[src/rtl/mul_div_unit.sv]
// Iterative multiply/divide unit with HI/LO result registers.
// One shift-add (MUL) or restoring shift-subtract (DIV) step per cycle, DATA_W steps
// per operation. MTHI/MTLO write rs_data directly into HI/LO while idle.
// Optional feature macro: MDU_SIGNED_EN -- when defined, op[0]=0 selects signed
// MULT/DIV; when undefined every operation is unsigned and op[0] is ignored.
module mul_div_unit #(
  parameter int unsigned DATA_W = 32
) (
  input  logic              clk,
  input  logic              rst,
  input  logic              start,
  input  logic [1:0]        op,
  input  logic [DATA_W-1:0] rs_data,
  input  logic [DATA_W-1:0] rt_data,
  input  logic              mthi,
  input  logic              mtlo,
  output logic [DATA_W-1:0] hi,
  output logic [DATA_W-1:0] lo,
  output logic              busy,
  output logic              done,
  output logic              div_zero
);

  localparam int unsigned CntW = (DATA_W > 1) ? $clog2(DATA_W) : 1;

  typedef enum logic [1:0] {StIdle, StMul, StDiv} state_e;

  state_e              state_q, state_d;
  logic [CntW-1:0]     cnt_q, cnt_d;
  // MUL: {upper partial product, multiplier}; DIV: {remainder, dividend/quotient}
  logic [2*DATA_W-1:0] acc_q, acc_d;
  // MUL: multiplicand magnitude; DIV: divisor magnitude
  logic [DATA_W-1:0]   b_q, b_d;
  logic                neg_res_q, neg_res_d;
  logic                neg_rem_q, neg_rem_d;
  logic                dz_q, dz_d;
  logic [DATA_W-1:0]   hi_q, hi_d;
  logic [DATA_W-1:0]   lo_q, lo_d;
  logic                done_q, done_d;
  logic                div_zero_q, div_zero_d;

  // Operand sign handling at launch
  logic              signed_op;
  logic              neg_a, neg_b;
  logic [DATA_W-1:0] abs_a, abs_b;

`ifdef MDU_SIGNED_EN
  assign signed_op = ~op[0];
`else
  logic unused_op0;
  assign unused_op0 = op[0];
  assign signed_op  = 1'b0;
`endif

  assign neg_a = signed_op & rs_data[DATA_W-1];
  assign neg_b = signed_op & rt_data[DATA_W-1];
  assign abs_a = neg_a ? (~rs_data + 1'b1) : rs_data;
  assign abs_b = neg_b ? (~rt_data + 1'b1) : rt_data;

  // Shift-add step: add multiplicand into the upper half when the multiplier LSB is set
  logic [DATA_W-1:0]   mul_addend;
  logic [DATA_W:0]     mul_sum;
  logic [2*DATA_W-1:0] mul_next;
  logic [2*DATA_W-1:0] mul_res;

  assign mul_addend = acc_q[0] ? b_q : '0;
  assign mul_sum    = {1'b0, acc_q[2*DATA_W-1:DATA_W]} + {1'b0, mul_addend};
  assign mul_next   = {mul_sum, acc_q[DATA_W-1:1]};
  assign mul_res    = neg_res_q ? (~mul_next + 1'b1) : mul_next;

  // Restoring divide step; a zero divisor naturally yields quotient all-ones, remainder = dividend
  logic [DATA_W:0]   div_shift, div_diff;
  logic              div_ge;
  logic [DATA_W-1:0] div_rem, div_quo;
  logic [DATA_W-1:0] quo_res, rem_res;

  assign div_shift = {acc_q[2*DATA_W-1:DATA_W], acc_q[DATA_W-1]};
  assign div_diff  = div_shift - {1'b0, b_q};
  assign div_ge    = ~div_diff[DATA_W];
  assign div_rem   = div_ge ? div_diff[DATA_W-1:0] : div_shift[DATA_W-1:0];
  assign div_quo   = {acc_q[DATA_W-2:0], div_ge};
  assign quo_res   = dz_q ? '1 : (neg_res_q ? (~div_quo + 1'b1) : div_quo);
  assign rem_res   = neg_rem_q ? (~div_rem + 1'b1) : div_rem;

  logic last;
  assign last = (cnt_q == CntW'(DATA_W - 1));

  // Next-state: launch, iterate, write back on the final step
  always_comb begin
    state_d    = state_q;
    cnt_d      = cnt_q;
    acc_d      = acc_q;
    b_d        = b_q;
    neg_res_d  = neg_res_q;
    neg_rem_d  = neg_rem_q;
    dz_d       = dz_q;
    hi_d       = hi_q;
    lo_d       = lo_q;
    done_d     = 1'b0;
    div_zero_d = 1'b0;

    case (state_q)
      StIdle: begin
        if (start) begin
          state_d   = op[1] ? StDiv : StMul;
          cnt_d     = '0;
          acc_d     = {{DATA_W{1'b0}}, (op[1] ? abs_a : abs_b)};
          b_d       = op[1] ? abs_b : abs_a;
          neg_res_d = neg_a ^ neg_b;
          neg_rem_d = neg_a;
          dz_d      = (rt_data == '0);
        end else begin
          // Start wins over same-cycle MTHI/MTLO
          if (mthi) hi_d = rs_data;
          if (mtlo) lo_d = rs_data;
        end
      end
      StMul: begin
        acc_d = mul_next;
        cnt_d = cnt_q + 1'b1;
        if (last) begin
          state_d      = StIdle;
          cnt_d        = '0;
          {hi_d, lo_d} = mul_res;
          done_d       = 1'b1;
        end
      end
      StDiv: begin
        acc_d = {div_rem, div_quo};
        cnt_d = cnt_q + 1'b1;
        if (last) begin
          state_d    = StIdle;
          cnt_d      = '0;
          hi_d       = rem_res;
          lo_d       = quo_res;
          done_d     = 1'b1;
          div_zero_d = dz_q;
        end
      end
      default: state_d = StIdle;
    endcase
  end

  // State and result registers, synchronous reset
  always_ff @(posedge clk) begin
    if (rst) begin
      state_q    <= StIdle;
      cnt_q      <= '0;
      acc_q      <= '0;
      b_q        <= '0;
      neg_res_q  <= 1'b0;
      neg_rem_q  <= 1'b0;
      dz_q       <= 1'b0;
      hi_q       <= '0;
      lo_q       <= '0;
      done_q     <= 1'b0;
      div_zero_q <= 1'b0;
    end else begin
      state_q    <= state_d;
      cnt_q      <= cnt_d;
      acc_q      <= acc_d;
      b_q        <= b_d;
      neg_res_q  <= neg_res_d;
      neg_rem_q  <= neg_rem_d;
      dz_q       <= dz_d;
      hi_q       <= hi_d;
      lo_q       <= lo_d;
      done_q     <= done_d;
      div_zero_q <= div_zero_d;
    end
  end

  assign hi       = hi_q;
  assign lo       = lo_q;
  assign busy     = (state_q != StIdle);
  assign done     = done_q;
  assign div_zero = div_zero_q;

endmodule

[config.mk]
export PLATFORM = sky130hd
export DESIGN_NAME = mul_div_unit
export DESIGN_NICKNAME = d
export VERILOG_FILES = /design/src/rtl/mul_div_unit.sv
export SDC_FILE = /design/constraint.sdc
export NUM_CORES = 1
export LEC_CHECK = 0
export ABC_AREA = 0
export CAP_MARGIN = 0
export CORE_ASPECT_RATIO = 0.5
export CORE_MARGIN = 5
export CORE_UTILIZATION = 58
export DETAILED_ROUTE_END_ITERATION = 10
export GPL_TIMING_DRIVEN = 0
export PLACE_DENSITY_LB_ADDON = 0.3
export SKIP_CTS_REPAIR_TIMING = 1
export SLEW_MARGIN = 20
export SYNTH_ARGS = -nofsm -noshare
export SYNTH_HDL_FRONTEND = slang
export SYNTH_SLANG_ARGS = --single-unit
[constraint.sdc]
create_clock -name clk -period 3.4 [get_ports clk]
set_input_delay 0.68 -clock clk [delete_from_list [all_inputs] [get_ports clk]]
set_output_delay 0.68 -clock clk [all_outputs]
set_load 0.02 [all_outputs]
After elaboration in Yosys (flattened, before gate mapping)
Index checks and enable logic that the tools add are counted.
{"block": "word_totals", "reg_bits": 170, "in_bits": 71, "out_inout_bits": 67, "wordCells": 65}
{"block": "classes", "addsub": 3, "eq_ne": 10, "mux": 25, "bitwise_logic": 4, "reduce_logical": 14}
{"operator": "2-to-1 mux 32 bit", "n": 13}
{"operator": "case mux 32 bit (3 select lines)", "n": 2}
{"operator": "case mux 64 bit (3 select lines)", "n": 1}
{"operator": "2-to-1 mux 64 bit", "n": 1}
{"operator": "adder 32 x 32 -> 33 bit", "n": 1}
{"operator": "subtractor 33 x 32 -> 33 bit", "n": 1}
{"operator": "zero test 32 bit", "n": 1}
{"operator": "inequality test 2 bit (second input constant)", "n": 6}
{"operator": "2-to-1 mux 5 bit", "n": 2}
{"operator": "case mux 5 bit (2 select lines)", "n": 1}
{"operator": "AND reduction 5 bit", "n": 2}
{"operator": "AND reduction 2 bit", "n": 4}
{"operator": "2-to-1 mux 2 bit", "n": 3}
{"operator": "adder 5 x 1 -> 5 bit (second input constant)", "n": 1}
{"operator": "equality test 5 bit (second input constant)", "n": 1}
{"operator": "inverter 1 bit", "n": 4}
{"operator": "case mux 2 bit (2 select lines)", "n": 1}
{"operator": "nonzero test 2 bit", "n": 2}
{"operator": "OR reduction 2 bit", "n": 2}
{"operator": "nonzero test 3 bit", "n": 1}
{"operator": "OR reduction 3 bit", "n": 1}
{"operator": "equality test 2 x 1 -> 1 bit (second input constant)", "n": 1}
{"operator": "equality test 2 bit (second input constant)", "n": 1}
{"operator": "zero test 2 bit", "n": 1}
{"operator": "other kinds (2)", "n": 2}

Logic depth before layout (Yosys ltp)
{"block": "depth", "ltp_word": 5, "depth_mapped": 14, "ltp_nobuf": 12}

Worst setup path after synthesis
Ideal clock, no wire load.
{"block": "synth_path", "path_kind": "register to register", "from": "register acc_q[31]", "to": "register hi_q[30] (netlist: hi[30])", "setup_time_ns": 0.131, "arrival_ns": 3.004, "t_required_ns": 3.269, "slack_ns": 0.265, "path_stages_with_launch": 14, "path_buffers": 1, "synth_period_minus_slack_ns": 3.135, "cell_sequence": "dfxtp_1 -> inv_1 -> ha_1 -> fa_1 -> nand2b_1 -> a21oi_1 -> o21ai_1 -> o211ai_2 -> a311oi_2 -> nor3_1 -> buf_6 -> mux2_4 -> a2111oi_2 -> nor4_1"}
{"block": "synth_between", "elab_chain_cells": 4}
{"element": "start: declaration", "line_no": "31", "rtl": "logic [2*DATA_W-1:0] acc_q, acc_d;"}
{"element": "start signal: assignment", "line_no": "149", "rtl": "acc_q <= '0;"}
{"element": "start signal: assignment", "line_no": "161", "rtl": "acc_q <= acc_d;"}
{"element": "subtractor 33 x 32 -> 33 bit", "line_no": "78", "rtl": "assign div_diff = div_shift - {1'b0, b_q};"}
{"element": "2-to-1 mux 32 bit", "line_no": "80", "rtl": "assign div_rem = div_ge ? div_diff[DATA_W-1:0] : div_shift[DATA_W-1:0];"}
{"element": "2-to-1 mux 32 bit", "line_no": "131", "rtl": "if (last) begin"}
{"element": "case mux 32 bit (3 select lines)", "line_no": "102", "rtl": "case (state_q)"}
{"element": "end signal: assignment", "line_no": "166", "rtl": "hi_q <= hi_d;"}
{"element": "end: declaration", "line_no": "37", "rtl": "logic [DATA_W-1:0] hi_q, hi_d;"}
Every way passes these cells. The select of a mux whose other input is x is not followed.
A chain may end at the register's enable or synchronous reset.

Final worst setup path
{"block": "layout_path", "from": "register acc_q[31]", "to": "register acc_q[53]"}
{"block": "layout_between", "elab_chain_cells": 3}
{"element": "subtractor 33 x 32 -> 33 bit", "line_no": "78"}
{"element": "2-to-1 mux 32 bit", "line_no": "80"}
{"element": "case mux 64 bit (3 select lines)", "line_no": "102"}
Every way passes these cells.

==> run summary <==
Vias/cell -> 6.74
Reg2reg setup slack -> -0.02 ns
First-pass GRT wire length -> 71.3 mm
Max-slew violations -> 0
Relative slew margins -> 36.5%
Clock transition at path regs -> 0.08 ns
Critical path launch point type -> flip-flop
Port buffer count -> 135
Antenna viol nets, final -> 0
Place WS -> -0.651 ns
Synthesis-to-layout area growth -> 23.4%
Routed wire per std cell -> 24.0 um
Seq cells post-synth -> 170
Synth top area cells -> dfxtp_1 28%, a211oi_1 7.3%, ha_1 7.2%
Status -> finished, violations left
Final setup vio count -> 1
Worst Tran Pin Value -> 0.949 ns
Initial Util -> 58.9%
Crit path capture type -> flip-flop
FFs w/ async S/R, synth -> 0%
TNS Setup -> -0.0205 ns
Largest net degree at the start of global routing -> 20
Setup crit start -> acc_q[31]
Final Instance Area -> 14,900 um^2
Setup repair after global routing missed its margin -> yes
Setup CP Type -> reg -> reg
Number of synthesized flops with an enable pin -> 0
Residual DRC -> 0
Pleak -> 5.92 nW
Pwr dens -> 502 nW/um^2
Initial DRC count -> 1,889
Die height -> 112 um
Die Width -> 214 um
Highest Clock Rate -> 292 MHz
Die area -> 24,100 um^2
Post-synthesis cell area -> 12,100 um^2
Seq/Total Area, Yosys -> 28.1%
VDD IR-drop max -> 0.000414 V
Worst clock skew -> 0.0109 ns
Mean Syn Cell Area -> 7.81 um^2
Multi-input logic area -> 8390 um^2
Nets@finish -> 1,854
Number of global-route vias before repair -> 12,368
Overall routing resource usage -> 37.4%
Root Driver -> clkbuf_16
Total grt overflow -> 0
Syn Inst Count -> 1,551
Hold/Removal Path Class -> reg -> reg
WP data required -> 3.69 ns
Minimum hold slack -> 0.479 ns
Sequential Area -> 3440 um^2
Rows -> 37
Netlist cell types -> 80
Hold Fails Final Rpt -> 0
CP max FO -> 8
Core ar. -> 20,600 um^2
Worst EP arrival -> 3.71 ns
Placed cell count -> 1,959
Tcrit/Tclk final -> 101%
GP Congestion -> 0.989
DR vias -> 13,457
Min Tclk post-route -> 3.42 ns
Fraction of layout instances using a drive strength above 1 -> 9.34%
Post-synth top area share -> 28.1%
CTS tree -> yes
CTS Buffer Depth -> 2
DR pass1 iterations -> 6
Worst skew pair latency -> 0.45 ns
Final WS setup -> -0.0205 ns
Non-Filler Instances -> 1,997
R2r startpoint -> acc_q[31]
Worst r2r path cells -> 14
Post-Syn Nets -> 1,694
Failing checks -> setup timing
Cell Area, Placed -> 13,800 um^2
CTS buffer count -> 17
H-tree depth -> 4
Filler Cells Inserted -> 1,611
I/O Pins -> 138
Power after layout -> 7.51 mW
Crit path capture -> acc_q[53]
Ys flop type -> dfxtp_1
Most frequent cell after synthesis -> dfxtp_1
Post-synth top cells -> 170 x dfxtp_1, 166 x nor2_1, 130 x nand2_1
Number of clock sinks -> 170
Post-route core utilization -> 72.7%
Max Cap Viol -> 0
# diodes -> 0
FF-to-FF End -> acc_q[53]
Syn. warnings -> 0
Area leader, netlist -> dfxtp_1
Detail Placement HPWL -> 37.0 mm
Initial antenna violation count -> 0
WL final -> 48.0 mm
report_power, final:
group	switching, mW	total [mW]	internal, mW
Combinational	1.78	2.94	1.16
Sequential	0.255	2.49	2.23
Clock	1.01	2.08	1.07
final cells by class:
cell class	count	area share, %
multi-input cells	1209	56.2
flip-flops and latches	170	23.0
repair buffers	144	9.69
plain buffers	110	3.21
clock buffers	17	2.85
well taps	273	2.28
inverters	59	1.48
clock inverters	15	1.31
flip-flops by register name (all words and copies together), names as in the netlist:
signal	flops
cnt_q	5
div_zero	1
done	1
hi	32
lo	32
b_q	32
state_q	2
dz_q	1
acc_q	64
per-layer routing:
| metal | share of wire, % | GRT usage, % |
|---|---|---|
| met5 | 0 | 0 |
| met1 | 42 | 53.6 |
| met3 | 15 | 13.0 |
| met4 | 2.2 | 8.32 |
| met2 | 41 | 54.2 |
placed cells by master, fill, tap and decap left out, drive strengths merged, types with 9 or more instances in the layout:
master / netlist / routed
a31oi: 14 / 14
xnor2: 30 / 30
and2: 41 / 41
clkdlybuf4s50: 0 / 135
nor3: 20 / 20
o22a: 13 / 13
nand4: 12 / 12
a21o: 25 / 25
clkbuf: 88 / 103
a221o: 32 / 32
nand2: 130 / 130
a21oi: 130 / 130
o21ai: 81 / 81
ha: 70 / 70
o211ai: 12 / 12
buf: 25 / 33
xor2: 22 / 22
nand2b: 9 / 9
inv: 58 / 66
o21a: 10 / 10
a211oi: 118 / 118
mux2i: 86 / 86
dfxtp: 170 / 170
nor4: 12 / 12
and3: 11 / 11
nor2: 166 / 166
nand3: 49 / 49
critical path: stages, from the launching register on:
cell and delay (ns):
dfxtp_2 0.35, inv_1 0.11, ha_2 0.23, fa_2 0.36, nand2b_4 0.17, a21oi_4 0.25, o21ai_4 0.10, o211ai_4 0.26
a311oi_2 0.16, nor3_2 0.20, buf_6 0.20, clkbuf_16 0.18, mux2i_1 0.24, o22a_1 0.32, a211oi_2 0.12
logic make-up (layout without fill, tap and decap cells):
| group | after synthesis | in the layout | synth area share [%] |
|---|---|---|---|
| AO/OA/AOI/OAI | 510 | 510 | 28.8 |
| XOR/XNOR | 52 | 52 | 3.76 |
| adder cells (fa/ha/maj) | 72 | 72 | 7.56 |
| buffers and inverters | 172 | 345 | 5.58 |
| flip-flops | 170 | 170 | 28.1 |
| multiplexers | 92 | 92 | 7.69 |
| AND/OR/NAND/NOR | 483 | 483 | 18.5 |
how the worst min path moves through the flow:
| stage | start | endpoint | depth (start not counted) |
|---|---|---|---|
| 2_1_floorplan | acc_q[31] | acc_q[31] | 2 |
| 3_3_place_gp | acc_q[14] | acc_q[14] | 2 |
| 3_5_place_dp | acc_q[20] | acc_q[20] | 2 |
| 4_1_cts | acc_q[20] | acc_q[20] | 2 |
| 5_1_grt | acc_q[1] | acc_q[1] | 2 |
| 6_report | acc_q[20] | acc_q[20] | 2 |
Power figures use the tool's default switching activity.
==> variant: new RTL, config.mk and constraints unchanged <==
Encoding of `state_e`: now one-hot (3 bits for 3 states).
--- a/src/rtl/mul_div_unit.sv
+++ b/src/rtl/mul_div_unit.sv
@@ -23,7 +23,7 @@
 
   localparam int unsigned CntW = (DATA_W > 1) ? $clog2(DATA_W) : 1;
 
-  typedef enum logic [1:0] {StIdle, StMul, StDiv} state_e;
+  typedef enum logic [2:0] {StIdle = 3'b001, StMul = 3'b010, StDiv = 3'b100} state_e;
 
   state_e              state_q, state_d;
   logic [CntW-1:0]     cnt_q, cnt_d;
Check against the original RTL: no difference found for any inputs over 4 cycles, from zero or initial values and one cycle with rst high; so few cycles prove little.
==> variant against the original RTL <==
The flow still finishes with violations (setup timing); sequential cell count increased by 1; routed wire length decreased by 1.2%; setup slack got worse by 0.075 ns; synthesized area decreased by 3.9%; combinational power decreased by 13%; global-route usage increased by 1.1 points; design area decreased by 1.8%; total power decreased by 5.8%; critical endpoint is now hi[16]; highest routed layer is now met5.
==> variant: results (changes against the original RTL) <==
Placement
  • GPL Wtd Cong: 1.00 (+1.5%)
  • Pre-CTS setup slack: -0.772 ns (-0.121 ns)
  • Placed cell count: 1839 (-6.1%)

Routing
  • Met1 wire length: 19300 µm (-5.4%)
  • DR top layer: met5
  • First DRT Iteration DRCs: 2110 (+12%)

GRT
  • Vias in the first global route: 11600 (-6.0%)
  • Initial antenna violation count: 2 (+2)
  • Met2 capacity usage during global routing: 55.5% (+1.4 points)
  • Global-route wire length before repair: 68300 µm (-4.3%)
  • Met1 usage in global routing: 55.5% (+1.9 points)

Finish
  • Net count reported at finish: 1758 (-5.2%)
  • NonClk Buf Share: 14.4% (+1.4 points)
  • CLK BUF: 18 (+1)
  • ANT cells: 1 (+1)
  • Fillers: 1462 (-9.2%)

Power
  • Peak supply drop: 0.402 mV (-2.9%)
  • Leakage: 0.00583 µW (-1.5%)
  • Cell Int Power: 4340 µW (-2.6%)

CTS
  • CTS sink cnt: 171 (+0.59%)

Synthesis
  • Sequential share of the synthesized area: 29.4% (+1.3 points)
  • Synthesized Nets: 1577 (-6.9%)
  • Syn_area_per_cell: 8.09 µm² (+3.6%)

Status
  • Failing checks: setup timing
  • Status: finished, violations left

Timing
  • Fin worst setup slack: -0.0950 ns (-0.0746 ns)
  • Setup violators final: 27 (+26)
  • Worst-Margin Slew: 0.987 ns (+0.0383 ns)
variant: cell count changes after synthesis, sizes merged, moves of 13 or more:
cell,unedited run,this run
o211ai,12,37
a22oi,5,53
a211oi,118,44
mux2i,86,72
nand3,49,16
a21oi,130,97
a221o,32,1
nor3,20,7
mux2,6,19
nand2,130,114
nor2,166,182
a311oi,8,62
variant: cells by family (layout without fill, tap and decap cells):
family                     after synthesis  in the layout  synth area share [%]
AOI/OAI and AO/OA                      476            476                  28.6
xor gates and xnor gates                53             53                  4.05
adders and majority gates               68             68                  7.44
buffers and inverters                  149            343                  5.18
DFF                                    171            171                  29.4
muxes                                   91             91                  8.45
other                                    0              1                     0
and+or+nand+nor                        430            430                  16.9
variant: worst paths after layout:
kind,startpoint,end,slack [ns],cells after the start
setup / recovery,b_q[15],hi[16],-0.1,14
hold / removal,hi[6],hi[6],0.50,2
setup reg to reg,b_q[15],hi[16],-0.1,14
hold reg to reg,hi[6],hi[6],0.50,2
